`config.mk`:
```
export PLATFORM = sky130hd
export DESIGN_NAME = button_conditioner
export DESIGN_NICKNAME = d
export VERILOG_FILES = /design/src/rtl/button_conditioner.sv
export SDC_FILE = /design/constraint.sdc
export NUM_CORES = 1
export LEC_CHECK = 0
export ABC_AREA = 0
export CORE_MARGIN = 2
export CORE_UTILIZATION = 67
export DETAILED_ROUTE_END_ITERATION = 16
export PLACE_DENSITY = 0.95
export RECOVER_POWER = 100
export SYNTH_ARGS = -nofsm -noshare
export SYNTH_HDL_FRONTEND = slang
export SYNTH_SLANG_ARGS = --single-unit
```
`constraint.sdc`:
```
create_clock -name clk -period 2.68 [get_ports clk]
set_clock_uncertainty 0.05 [all_clocks]
set_input_delay 0.268 -clock clk [delete_from_list [all_inputs] [get_ports clk]]
set_output_delay 0.268 -clock clk [all_outputs]
set_load 0.05 [all_outputs]
```
`src/rtl/button_conditioner.sv`:
```
// Button front end: three raw active-low keys are synchronised, debounced with
// a stable-count filter and turned into one-cycle press pulses. Start is passed
// through as a pulse, pause drives a toggle level that finish_i clears, and
// slice adds hold-to-repeat behaviour through a small FSM.
module button_conditioner #(
  parameter int DEBOUNCE_CYCLES = 1000000,
  parameter int REPEAT_DELAY    = 25000000,
  parameter int REPEAT_PERIOD   = 10000000
) (
  input  logic clk,
  input  logic rst_n,
  input  logic start_btn_n,
  input  logic pause_btn_n,
  input  logic slice_btn_n,
  input  logic finish_i,
  output logic start_o,
  output logic pause_o,
  output logic slice_o
);

  localparam int CNT_W = (DEBOUNCE_CYCLES > 2) ? $clog2(DEBOUNCE_CYCLES) : 1;
  localparam logic [CNT_W-1:0] CNT_LAST = CNT_W'(DEBOUNCE_CYCLES - 1);

  localparam int RC_MAX = (REPEAT_DELAY > REPEAT_PERIOD) ? REPEAT_DELAY : REPEAT_PERIOD;
  localparam int RC_W   = (RC_MAX > 2) ? $clog2(RC_MAX) : 1;
  localparam logic [RC_W-1:0] DELAY_LAST  = RC_W'(REPEAT_DELAY - 1);
  localparam logic [RC_W-1:0] PERIOD_LAST = RC_W'(REPEAT_PERIOD - 1);

  // Channel index: 0 = start, 1 = pause, 2 = slice. Bit value 1 = released.
  localparam int CH_START = 0;
  localparam int CH_PAUSE = 1;
  localparam int CH_SLICE = 2;

  typedef enum logic [1:0] {
    IDLE   = 2'd0,
    DELAY  = 2'd1,
    REPEAT = 2'd2
  } slice_state_t;

  logic [2:0]       raw;
  logic [2:0]       sync_p0;
  logic [2:0]       sync_p1;
  logic [2:0]       stable;
  logic [2:0]       stable_d;
  logic [CNT_W-1:0] cnt [3];
  logic [2:0]       press;

  slice_state_t     slice_state;
  logic [RC_W-1:0]  rc;

  assign raw = {slice_btn_n, pause_btn_n, start_btn_n};

  // A press is the released->pressed transition of the debounced state,
  // observed one cycle after the state flips; outputs register it on the
  // following edge.
  assign press = stable_d & ~stable;

  // Two-flop synchroniser plus stable-count debounce for every channel.
  always_ff @(posedge clk or negedge rst_n) begin
    if (!rst_n) begin
      sync_p0  <= '1;
      sync_p1  <= '1;
      stable   <= '1;
      stable_d <= '1;
      for (int i = 0; i < 3; i++) begin
        cnt[i] <= '0;
      end
    end else begin
      sync_p0  <= raw;
      sync_p1  <= sync_p0;
      stable_d <= stable;
      for (int i = 0; i < 3; i++) begin
        if (sync_p1[i] == stable[i]) begin
          // Any agreeing sample restarts the disagreement count.
          cnt[i] <= '0;
        end else if (cnt[i] == CNT_LAST) begin
          stable[i] <= sync_p1[i];
          cnt[i]    <= '0;
        end else begin
          cnt[i] <= cnt[i] + 1'b1;
        end
      end
    end
  end

  // Start pulse and pause toggle level; finish_i overrides a coincident toggle.
  always_ff @(posedge clk or negedge rst_n) begin
    if (!rst_n) begin
      start_o <= 1'b0;
      pause_o <= 1'b0;
    end else begin
      start_o <= press[CH_START];
      if (finish_i) begin
        pause_o <= 1'b0;
      end else if (press[CH_PAUSE]) begin
        pause_o <= ~pause_o;
      end
    end
  end

  // Slice auto-repeat FSM: first pulse on press, one after the initial delay,
  // then one per repeat period until the debounced key is released.
  always_ff @(posedge clk or negedge rst_n) begin
    if (!rst_n) begin
      slice_state <= IDLE;
      rc          <= '0;
      slice_o     <= 1'b0;
    end else begin
      slice_o <= 1'b0;
      case (slice_state)
        IDLE: begin
          rc <= '0;
          if (press[CH_SLICE]) begin
            slice_o     <= 1'b1;
            slice_state <= DELAY;
          end
        end
        DELAY: begin
          if (stable[CH_SLICE]) begin
            slice_state <= IDLE;
            rc          <= '0;
          end else if (rc == DELAY_LAST) begin
            slice_o     <= 1'b1;
            rc          <= '0;
            slice_state <= REPEAT;
          end else begin
            rc <= rc + 1'b1;
          end
        end
        REPEAT: begin
          if (stable[CH_SLICE]) begin
            slice_state <= IDLE;
            rc          <= '0;
          end else if (rc == PERIOD_LAST) begin
            slice_o <= 1'b1;
            rc      <= '0;
          end else begin
            rc <= rc + 1'b1;
          end
        end
        default: begin
          slice_state <= IDLE;
          rc          <= '0;
        end
      endcase
    end
  end

endmodule

```
# [Word-level counts from Yosys, hierarchy flattened]
# Cells that the tools add are included.
[classes] muxes=24 n_bitwise=6 n_eq_ne=13 n_reduce_logical=6 n_addsub=4
[op_table] op="20-bit two-way mux" count=6
[op_table] op="25-bit two-way mux" count=4
[op_table] op="20-bit by 1-bit adder with 20-bit output, second input constant" count=3
[op_table] op="20-bit equality test, second input constant" count=3
[op_table] op="25-bit one-hot mux with 2 select lines" count=1
[op_table] op="25-bit by 1-bit adder with 25-bit output, second input constant" count=1
[op_table] op="25-bit by 24-bit equality test with 1-bit output, second input constant" count=1
[op_table] op="25-bit equality test, second input constant" count=1
[op_table] op="2-bit two-way mux" count=4
[op_table] op="1-bit two-way mux" count=7
[op_table] op="2-bit one-hot mux with 3 select lines" count=1
[op_table] op="2-bit AND reduction" count=3
[op_table] op="2-bit != test, second input constant" count=2
[op_table] op="1-bit NOT" count=4
[op_table] op="3-bit bitwise AND" count=1
[op_table] op="1-bit equality test" count=3
[op_table] op="3-bit != test, second input constant" count=1
[op_table] op="3-bit NOT" count=1
[op_table] op="1-bit one-hot mux with 3 select lines" count=1
[op_table] op="3-bit AND reduction" count=1
[op_table] op="2-bit by 1-bit equality test with 1-bit output, second input constant" count=1
[op_table] op="2-bit equality test, second input constant" count=1
[op_table] op="2-bit zero test" count=1
[op_table] op="2-bit nonzero test" count=1
[word_totals] in_bits=6 out_inout_bits=3 regBits=102 word_cells=67

# [Depth between registers and ports, before layout]
# Gate-level depths: netlist (run 1).
[logic_depth] word_depth=4 depth_mapped=9 ltp_nobuf=7

# [Worst setup path before layout (run 1)]
# Ideal clock, no wire load.
[synth_timing] path_type="register to register" startpoint="register cnt[20] (netlist bit)" endpoint="register cnt[31] (netlist bit)" arrival_ps=1654 slack_ps=856 required_time_ps=2511 stages_incl_launch_ff=10 setup_ps=119 n_path_buf=3 period_less_slack_ps=1824 path_cell_list="dfrtp_1 -> ha_1 -> and3_1 -> buf_2 -> nand3_1 -> nor4_1 -> or2_1 -> buf_6 -> buf_6 -> nor2_1"
[synth_between] elab_chain_len=3 word_cells_on_any_way=4 cone_classes="add/sub (1); eq/ne (1); mux (2)"
[synth_lines] item="start: declaration" line="45" text="logic [CNT_W-1:0] cnt [3];"
[synth_lines] item="start signal: indexed assignment" line="80" text="cnt[i] <= cnt[i] + 1'b1;"
[synth_lines] item="20-bit by 1-bit adder with 20-bit output / 20-bit equality test (equally long branches)" line="80, 76"
[synth_lines] item="20-bit two-way mux *" line="76" text="end else if (cnt[i] == CNT_LAST) begin"
[synth_lines] item="20-bit two-way mux *" line="73" text="if (sync_p1[i] == stable[i]) begin"
# Every way passes the cells marked *; elsewhere a longest branch is shown, timed or not.
# A chain may end at the register's enable or synchronous reset.

# [Worst setup path after layout (run 1)]
[layout_timing] startpoint="register cnt[20] (netlist bit)" endpoint="register cnt[27] (netlist bit)"
# Same word-level chain as after synthesis.

==> flow_summary.yaml, run 1 <==
synthesis:
  yosys.area_share.xor_xnor_pct: 14.3
  syn_area_sq_um: 4850
  synthTopCellsByArea: "dfrtp_1 46%, nor2_1 8.2%, xor2_1 8.0%"
  yosysTopAreaCell: "dfrtp_1"
  yosysMostFrequentCell: "nor2_1"
  syn_nets: 498
  ys.flop_type: "dfrtp_1"
  synthCells: 484
  synthSimpleGateAreaFrac_pct: 25.3
  synthAdderAreaFrac_pct: 2.07
  synth_top_family_by_area: "simple AND/OR/NAND/NOR gates"
  synth_commonest_cells: "106 x nor2_1, 90 x dfrtp_1, 44 x xor2_1"
  syn-mean-instance-area_sq_um: 10.0
  muxShareOfSynthArea_pct: 0.697
  yosysTopAreaCellShare_pct: 46.5
  synthArstFlopShare_pct: 100
  synth_seq_cells: 102
  seq_area_frac_synth_pct: 53.0
  ys_types: 42
  synth_compound_area_share_pct: 1.83
  ys.warnings.count: 0
  synth_edf_count: 0
finish:
  areaGrowthSynthToFinish_pct: 7.59
  final_cell_area_sq_um: 5210
  diodes: 0
  drive_above_1_share_pct: 6.57
  post-route-util_pct: 73.1
  instances_no_fill: 601
  fin_nets: 511
placed_design:
  dp.cells: 584
  gp_congestion: 0.879
  port_buffers: 8
  placed_area_sq_um: 5000
  dp_hpwl_um: 6190
  place_ws_ns: 0.391
clocking:
  h-tree-depth: 3
  cts_max_path_buffers: 2
  cts.sinks: 102
  cts-buffers-inserted: 9
  cts_tree: "done"
  path_clk_slew_ns: 0.10
  cts_root_buf: "clkbuf_8"
  post_cts_buffers: 0
  clk_latency_ns: 0.38
floorplanning:
  io-pin-count: 9
  die_h_um: 89.0
  die-area_sq_um: 7930
  floorplan.initialDensity_pct: 67.9
  row_count: 31
  coreArea_sq_um: 7140
  die_w_um: 89.0
worst_setup_path:
  critical_path.reg2reg.endpoint: "cnt[27]$_DFF_PN0_"
  cp-start-kind: "register"
  r2r_start: "cnt[20]$_DFF_PN0_"
  reg2reg_slack_ns: 0.24
  worstPathMaxFanout: 19
  cp_num_cells: 6
  reg2regPathDepth: 6
  crit_end: "cnt[27]$_DFF_PN0_"
  slowest_delay_ns: 0.59
  arrival_ns: 2.62
  critPathKind: "register to register"
  end_kind: "register"
  critPathBufInv: 0
  critPathRequiredTime_ns: 2.86
  slowest_stage: "or2_1"
  cp_top_family: "simple AND/OR/NAND/NOR gates"
  crit_start: "cnt[20]$_DFF_PN0_"
  path_cells: "ha_1 > and3_1 > nand3_1 > nor4_1 > or2_1 > nor2_1"
status:
  status: "completed"
global_route:
  antenna_found_initial: 0
  gr-usage-all-layers_pct: 26.7
  grt_pass1_wl_um: 16300
  first_global_vias: 3568
  grt.overflow.total: 0
  grt_max_degree: 44
timing:
  fmax_ghz: 0.410
  fin_ws_ns: 0.238
  finalCriticalPeriod_ns: 2.44
  slew_headroom_pct: 33.2
  post-route-period-util_pct: 91.1
  tightest_slew_ns: 1.00
  setup_viol: 0
  maxSlewViolCount: 0
  holdWs_ns: 0.312
  rsz0062_at_grt: "false"
  hold_violations: 0
  tns_ns: 0
route:
  post_drt_via_cell_ratio: 6.01
  wl_per_cell_um: 16.0
  antenna_left: 0
  initialDrtViolationCount: 331
  num_vias: 3612
  drt-total-wl_um: 9620
  first_pass_iters: 7
  drc: 0
power_and_ir_drop:
  powerDensity_nw_per_um2: 521
  leakagePower_nw: 2.16
  finalPower_mw: 2.71
  ir_drop_v: 0.000400
flow_run:
  maxCapViolations: 0
worst_hold_path:
  min_path_type: "register to register"
[cell usage in the layout (no fill, tap or decap), types with 2 or more instances in the layout]
master / Yosys / routed
nor2_1: 106 / 106
dfrtp_1: 90 / 90
xor2_1: 44 / 44
nand3_1: 38 / 38
xnor2_1: 35 / 35
nand2_1: 31 / 31
nand4_1: 18 / 18
inv_1: 16 / 16
nor3_1: 13 / 13
clkbuf_8: 0 / 10
and3_1: 9 / 9
dfstp_2: 12 / 9
ha_1: 8 / 8
nor4_1: 7 / 7
dlygate4sd3_1: 0 / 7
nor4b_1: 6 / 6
and4_1: 5 / 5
clkbuf_2: 0 / 4
or4_1: 3 / 3
nor2b_1: 3 / 3
a31oi_1: 3 / 3
o21ai_0: 2 / 3
clkinvlp_4: 0 / 3
dfstp_1: 0 / 3
and2_1: 2 / 2
mux2_2: 3 / 2
a21oi_1: 2 / 2
bufinv_16: 0 / 2
clkbuf_1: 1 / 2
[layout make-up]
type                            count  area, sq um
Sequential cell                   102         2570
Timing Repair Buffer               13          104
Fill cell                         469         1920
Clock buffer                       11          141
Tap cell                           99          124
Multi-Input combinational cell    355         2130
Inverter                           16         60.1
Clock inverter                      5         82.6
[metal layers]
metal	share of wire, %	routed length (um)	vias to the layer above	global-route usage [%]
li1	-	-	1650	-
met1	42	4020	1780	33.1
met2	51	4880	142	44.9
met3	4.8	462	40	6.74
met4	2.7	260	0	10.9
met5	0	0	-	0
[flip-flops by register name, summed over array words and instances (netlist names), 2 cells and up]
signal	count
sync_p0	3
slice_state	2
sync_p1	3
rc	25
stable_d	3
cnt	60
stable	3
[worst min path at each step]
stage | start | endpoint | slack (ns) | cells after the start
2_1_floorplan | rst_n | cnt[0]$_DFF_PN0_ | -0.08 | 0
3_3_place_gp | rst_n | rc[0]$_DFF_PN0_ | 0.22 | 1
3_5_place_dp | rst_n | pause_o$_DFFE_PN0P_ | 0.23 | 1
4_1_cts | slice_btn_n | sync_p0[2]$_DFF_PN1_ | 0.23 | 1
5_1_grt | sync_p0[0]$_DFF_PN1_ | sync_p1[0]$_DFF_PN1_ | 0.32 | 0
6_report | sync_p0[0]$_DFF_PN1_ | sync_p1[0]$_DFF_PN1_ | 0.31 | 0
[logic make-up after synthesis]
kind of cell | Yosys count
AND/OR/NAND/NOR | 252
XOR/XNOR | 79
multiplexers | 3
flip-flops | 102
AO/OA/AOI/OAI | 13
adder cells (fa/ha/maj) | 8
buffers and inverters | 27
[where the power goes]
part | leakage [nW] | internal, mW | switching, mW
Combinational | 0.682 | 0.0200 | 0.0541
Sequential | 1.38 | 1.56 | 0.0135
Clock | 0.102 | 0.551 | 0.519
Total | 2.16 | 2.13 | 0.586
[worst register-to-register path, cell delays in order, from the launching register on]
cell     delay [ns]
dfrtp_1        0.40
ha_1           0.21
and3_1         0.29
nand3_1        0.15
nor4_1         0.48
or2_1          0.59
nor2_1         0.13
[timing repair]
| item | in CTS | in global routing |
|---|---|---|
| hold buffers | 1 | 0 |
| hold endpoints to repair | 35 | 0 |
| resized for setup | 0 | 0 |
Power figures use the tool's default switching activity.
==> inputs of run 2 (changes only) <==
--- a/config.mk
+++ b/config.mk
@@ -6,10 +6,11 @@
 export NUM_CORES = 1
 export LEC_CHECK = 0
 export ABC_AREA = 0
+export CAP_MARGIN = 20
 export CORE_MARGIN = 2
-export CORE_UTILIZATION = 67
+export CORE_UTILIZATION = 45
 export DETAILED_ROUTE_END_ITERATION = 16
-export PLACE_DENSITY = 0.95
+export PLACE_DENSITY = 0.72
 export RECOVER_POWER = 100
 export SYNTH_ARGS = -nofsm -noshare
 export SYNTH_HDL_FRONTEND = slang
==> run 2 against run 1 <==
Against the previous run: clock power rose by 8%; die area rose by 46%; count of clock-buffer cells in the layout unchanged; maximum frequency increased by 1.5%; register-to-register slack better by 0.04 ns; largest power group unchanged; highest routed layer unchanged.
==> flow_summary.yaml, run 2 (synthesis results as in run 1) <==
timing:
  finalCriticalPeriod_ns: 2.40
  tightest_slew_ns: 0.936
  slew_headroom_pct: 37.6
  hold_violations: 0
  post-route-period-util_pct: 89.7
  fin_ws_ns: 0.275
  setup_viol: 0
  fmax_ghz: 0.416
  tns_ns: 0
  rsz0062_at_grt: "false"
  maxSlewViolCount: 0
global_route:
  grt.overflow.total: 0
  first_global_vias: 3312
  antenna_found_initial: 0
  gr-usage-all-layers_pct: 15.9
  grt_pass1_wl_um: 14900
  busiest_layer: "met2"
  grt_max_degree: 64
  gr-usage-met3_pct: 2.42
  use_met2_pct: 25.0
  use_met1_pct: 21.3
clocking:
  cts_max_path_buffers: 2
  post_cts_buffers: 0
  cts_root_buf: "clkbuf_8"
  post_cts_resized: 0
  clk_latency_ns: 0.37
  path_clk_slew_ns: 0.10
  cts-buffers-inserted: 9
  cts_tree: "done"
  cts_hold_buf: 1
  cts.sinks: 102
  h-tree-depth: 3
status:
  status: "completed"
finish:
  drive_above_1_share_pct: 6.00
  fin_nets: 509
  largest_reg_flops: 60
  final_common_cell: "nor2_1"
  post-route-util_pct: 50.9
  instances_no_fill: 636
  diodes: 0
  largest_registers: "cnt (60), rc (25)"
  regMostFlops: "cnt"
  areaGrowthSynthToFinish_pct: 8.96
  final_cell_mix: "106 x nor2_1, 90 x dfrtp_1, 44 x xor2_1, 38 x nand3_1, 35 x xnor2_1"
worst_setup_path:
  end_kind: "register"
  r2r_start: "rc[0]$_DFF_PN0_"
  critPathRequiredTime_ns: 2.86
  worstPathMaxFanout: 15
  cp-start-kind: "register"
  arrival_ns: 2.59
  crit_start: "rc[0]$_DFF_PN0_"
  critPathKind: "register to register"
floorplanning:
  row_count: 37
  die-area_sq_um: 11600
  die_w_um: 108
  die_h_um: 108
  coreArea_sq_um: 10400
  floorplan.initialDensity_pct: 46.7
  io-pin-count: 9
power_and_ir_drop:
  powerDensity_nw_per_um2: 530
  finalPower_mw: 2.80
  ir_drop_v: 0.000298
  leakagePower_nw: 2.17
worst_hold_path:
  min_path_type: "register to register"
  hold_path_startpoint: "sync_p0[2]$_DFF_PN1_"
route:
  drt-total-wl_um: 8090
  num_vias: 3288
  initialDrtViolationCount: 172
  first_pass_iters: 5
  antenna_left: 0
  drc: 0
  wl_per_cell_um: 12.7
  post_drt_via_cell_ratio: 5.17
placed_design:
  port_buffers: 8
  dp.cells: 619
  dp_hpwl_um: 5540
  gp_congestion: 0.841
  place_ws_ns: 0.379
flow_run:
  maxCapViolations: 0
run 2: layer usage:
metal	share of wire, %	routed length (um)
met5	0	0
met4	2.2	177
met3	2.3	186
met2	46	3730
met1	49	4000
run 2: final timing paths:
check | endpoint | slack [ns] | depth (start not counted)
worst max-delay path | rc[9]$_DFF_PN0_ | 0.28 | 7
worst min-delay path | sync_p1[2]$_DFF_PN1_ | 0.31 | 0
worst max register to register | rc[9]$_DFF_PN0_ | 0.28 | 7
worst min register to register | sync_p1[2]$_DFF_PN1_ | 0.31 | 0
max in group asynchronous | cnt[40]$_DFF_PN0_ | 0.62 | 3
min in group asynchronous | rc[7]$_DFF_PN0_ | 0.52 | 2
run 2: power breakdown:
group | total (mW) | leakage (nW) | switching, mW | internal [mW]
combinational | 0.0705 | 0.675 | 0.0515 | 0.0191
clock | 1.16 | 0.120 | 0.509 | 0.649
sequential | 1.57 | 1.38 | 0.0125 | 1.56
run 2: final cells by class:
class | instances | area, sq um
Clock buffer | 11 | 141
Clock inverter | 5 | 106
Fill cell | 939 | 5090
Inverter | 16 | 60.1
Multi-Input combinational cell | 355 | 2140
Sequential cell | 102 | 2570
Tap cell | 136 | 170
Timing Repair Buffer | 11 | 96.3
run 2: through the flow:
stage,instance area (sq um),hold WS (ns)
floorplan,4850,-0.0776
global placement,5040,0.214
detailed placement,5040,0.223
CTS,5300,0.233
global route,5280,0.319
finish,5280,0.311
run 2: critical path, stage by stage, from the launching register on:
cell and delay, ns:
dfrtp_1 0.39, ha_1 0.26, nand3_1 0.10, nor2_1 0.29, a31oi_1 0.15, o21ai_2 0.38, clkbuf_1 0.52, nor2_1 0.13
==> inputs of run 3 (changes only) <==
--- a/config.mk
+++ b/config.mk
@@ -9,9 +9,11 @@
 export CAP_MARGIN = 20
 export CORE_MARGIN = 2
 export CORE_UTILIZATION = 45
+export CTS_BUF_LIST = sky130_fd_sc_hd__clkbuf_2 sky130_fd_sc_hd__clkbuf_4 sky130_fd_sc_hd__clkbuf_8
 export DETAILED_ROUTE_END_ITERATION = 16
 export PLACE_DENSITY = 0.72
 export RECOVER_POWER = 100
+export REMOVE_ABC_BUFFERS = 1
 export SYNTH_ARGS = -nofsm -noshare
 export SYNTH_HDL_FRONTEND = slang
 export SYNTH_SLANG_ARGS = --single-unit
==> run 3 against run 2 <==
Against the previous run: global-route usage shrank 0.29 points; routed wire length grew 1.2%; highest routed layer unchanged; power shrank 9.4%; clock power shrank 23%; via count grew 1.1%; worst setup slack gained 0.14 ns; sequential cell count is the same; critical path type unchanged; die area is the same.
==> flow_summary.yaml, run 3 (synthesis results as in run 1) <==
floorplanning:
  die-area_sq_um: 11600
  die_h_um: 108
  row_count: 37
  die_w_um: 108
  coreArea_sq_um: 10400
  io-pin-count: 9
  floorplan.initialDensity_pct: 46.7
worst_setup_path:
  end_kind: "register"
  critPathBufInv: 0
  slowest_delay_ns: 0.57
  critical_path.reg2reg.endpoint: "cnt[35]$_DFF_PN0_"
  critPathKind: "register to register"
  path_cells: "ha_1 > and3_1 > nand3_1 > nor4_1 > or2_1 > nor2_1"
  r2r_start: "cnt[20]$_DFF_PN0_"
  worstPathMaxFanout: 19
  cp_top_family: "simple AND/OR/NAND/NOR gates"
  arrival_ns: 2.44
  reg2reg_slack_ns: 0.41
  critPathRequiredTime_ns: 2.86
  slowest_stage: "or2_1"
  reg2regPathDepth: 6
  cp-start-kind: "register"
power_and_ir_drop:
  leakagePower_nw: 2.14
  intPower_mw: 1.97
  swShare_pct: 22.3
  finalPower_mw: 2.54
  comb_power_share_pct: 2.8
  powerDensity_nw_per_um2: 486
  p_switching_mw: 0.566
  clkPwrFrac_pct: 35.2
  ir_drop_v: 0.000369
  pwr-share-seq_pct: 62.0
route:
  post_drt_via_cell_ratio: 5.24
  wl_per_cell_um: 12.9
  num_vias: 3325
  antenna_left: 0
  drc: 0
  first_pass_iters: 4
  initialDrtViolationCount: 231
  drt-total-wl_um: 8190
finish:
  largest_registers: "cnt (60), rc (25)"
  drive_above_1_share_pct: 6.21
  fin_nets: 509
  regMostFlops: "cnt"
  final_common_cell: "nor2_1"
  largest_reg_flops: 60
  diodes: 0
  areaGrowthSynthToFinish_pct: 7.57
  final_cell_mix: "106 x nor2_1, 90 x dfrtp_1, 44 x xor2_1, 38 x nand3_1, 35 x xnor2_1"
timing:
  holdWs_ns: 0.307
  maxSlewViolCount: 0
  hold_violations: 0
  setup_viol: 0
  post-route-period-util_pct: 84.6
  tns_ns: 0
  tightest_slew_ns: 0.951
  rsz0062_at_grt: "false"
  finalCriticalPeriod_ns: 2.27
  slew_headroom_pct: 36.6
  fmax_ghz: 0.441
flow_run:
  maxCapViolations: 0
global_route:
  first_global_vias: 3158
  grt_max_degree: 64
  grt.overflow.total: 0
  gr-usage-all-layers_pct: 15.6
  antenna_found_initial: 0
  grt_pass1_wl_um: 14400
worst_hold_path:
  min_path_type: "register to register"
  hold_path_startpoint: "sync_p0[2]$_DFF_PN1_"
  min_to: "sync_p1[2]$_DFF_PN1_"
  whs_path_depth: 0
status:
  status: "completed"
clocking:
  cts_hold_buf: 1
  clk_latency_ns: 0.37
  path_clk_slew_ns: 0.09
  cts_root_buf: "clkbuf_8"
  cts_max_path_buffers: 2
  h-tree-depth: 3
  post_cts_buffers: 0
  cts-buffers-inserted: 9
  post_cts_resized: 0
  cts.sinks: 102
  cts_tree: "done"
placed_design:
  gp_congestion: 0.889
  dp_hpwl_um: 5480
  port_buffers: 8
## run 3: changes by cell type in the layout (fill, tap and decap cells not counted)
cell        change
bufinv_16       -3
clkbuf_1        -2
clkbuf_2        +1
clkbuf_4        +1
clkbuf_8        +1
clkinv_2        +1
clkinvlp_4      +1
inv_6           -1
## run 3: power groups by stage
stage | clock (mW) | sequential, mW | combinational (mW)
floorplan | 0 | 1.60 | 0.0295
global placement | 0 | 1.60 | 0.0755
detailed placement | 0 | 1.60 | 0.0787
CTS | 0.925 | 1.57 | 0.0800
global route | 0.991 | 1.57 | 0.0862
finish | 0.893 | 1.57 | 0.0715
## run 3: routing by layer
layer	routed length [um]	vias to the layer above	global-route usage [%]
met4	116	0	4.95
met5	0	-	0
li1	-	1649	-
met3	260	8	4.18
met2	3930	44	25.6
met1	3880	1624	20.1
## run 3: layout make-up
class	count	area, sq um
repair buffers	11	97.6
clock inverters	3	20.0
flip-flops and latches	102	2570
well taps	136	170
multi-input cells	355	2140
fillers	946	5160
inverters	16	60.1
clock buffers	12	159
## run 3: per-stage QoR
step | worst slack, ns | area [sq um] | cells | utilization (%)
after floorplan | 0.788 | 4770 | 473 | -
after global placement | 0.568 | 5040 | 619 | 48.6
after detailed placement | 0.463 | 5040 | 619 | 48.6
after CTS | 0.401 | 5230 | 635 | 50.4
after global routing | 0.183 | 5210 | 635 | 50.3
final | 0.412 | 5210 | 635 | 50.3
## run 3: worst max-delay path by stage
| stage | start | endpoint | cells after the start |
|---|---|---|---|
| 5_1_grt | cnt[20]$_DFF_PN0_ | cnt[22]$_DFF_PN0_ | 6 |
| 6_report | cnt[20]$_DFF_PN0_ | cnt[35]$_DFF_PN0_ | 6 |
| 2_1_floorplan | cnt[20]$_DFF_PN0_ | cnt[22]$_DFF_PN0_ | 6 |
| 3_3_place_gp | cnt[20]$_DFF_PN0_ | cnt[22]$_DFF_PN0_ | 6 |
| 4_1_cts | cnt[20]$_DFF_PN0_ | cnt[35]$_DFF_PN0_ | 6 |
| 3_5_place_dp | cnt[20]$_DFF_PN0_ | cnt[25]$_DFF_PN0_ | 6 |
## run 3: worst register-to-register path, cell delays in order (launching register included)
cell and delay (ns):
dfrtp_1 0.40, ha_1 0.19, and3_1 0.26, nand3_1 0.12, nor4_1 0.41, or2_1 0.57, nor2_1 0.13
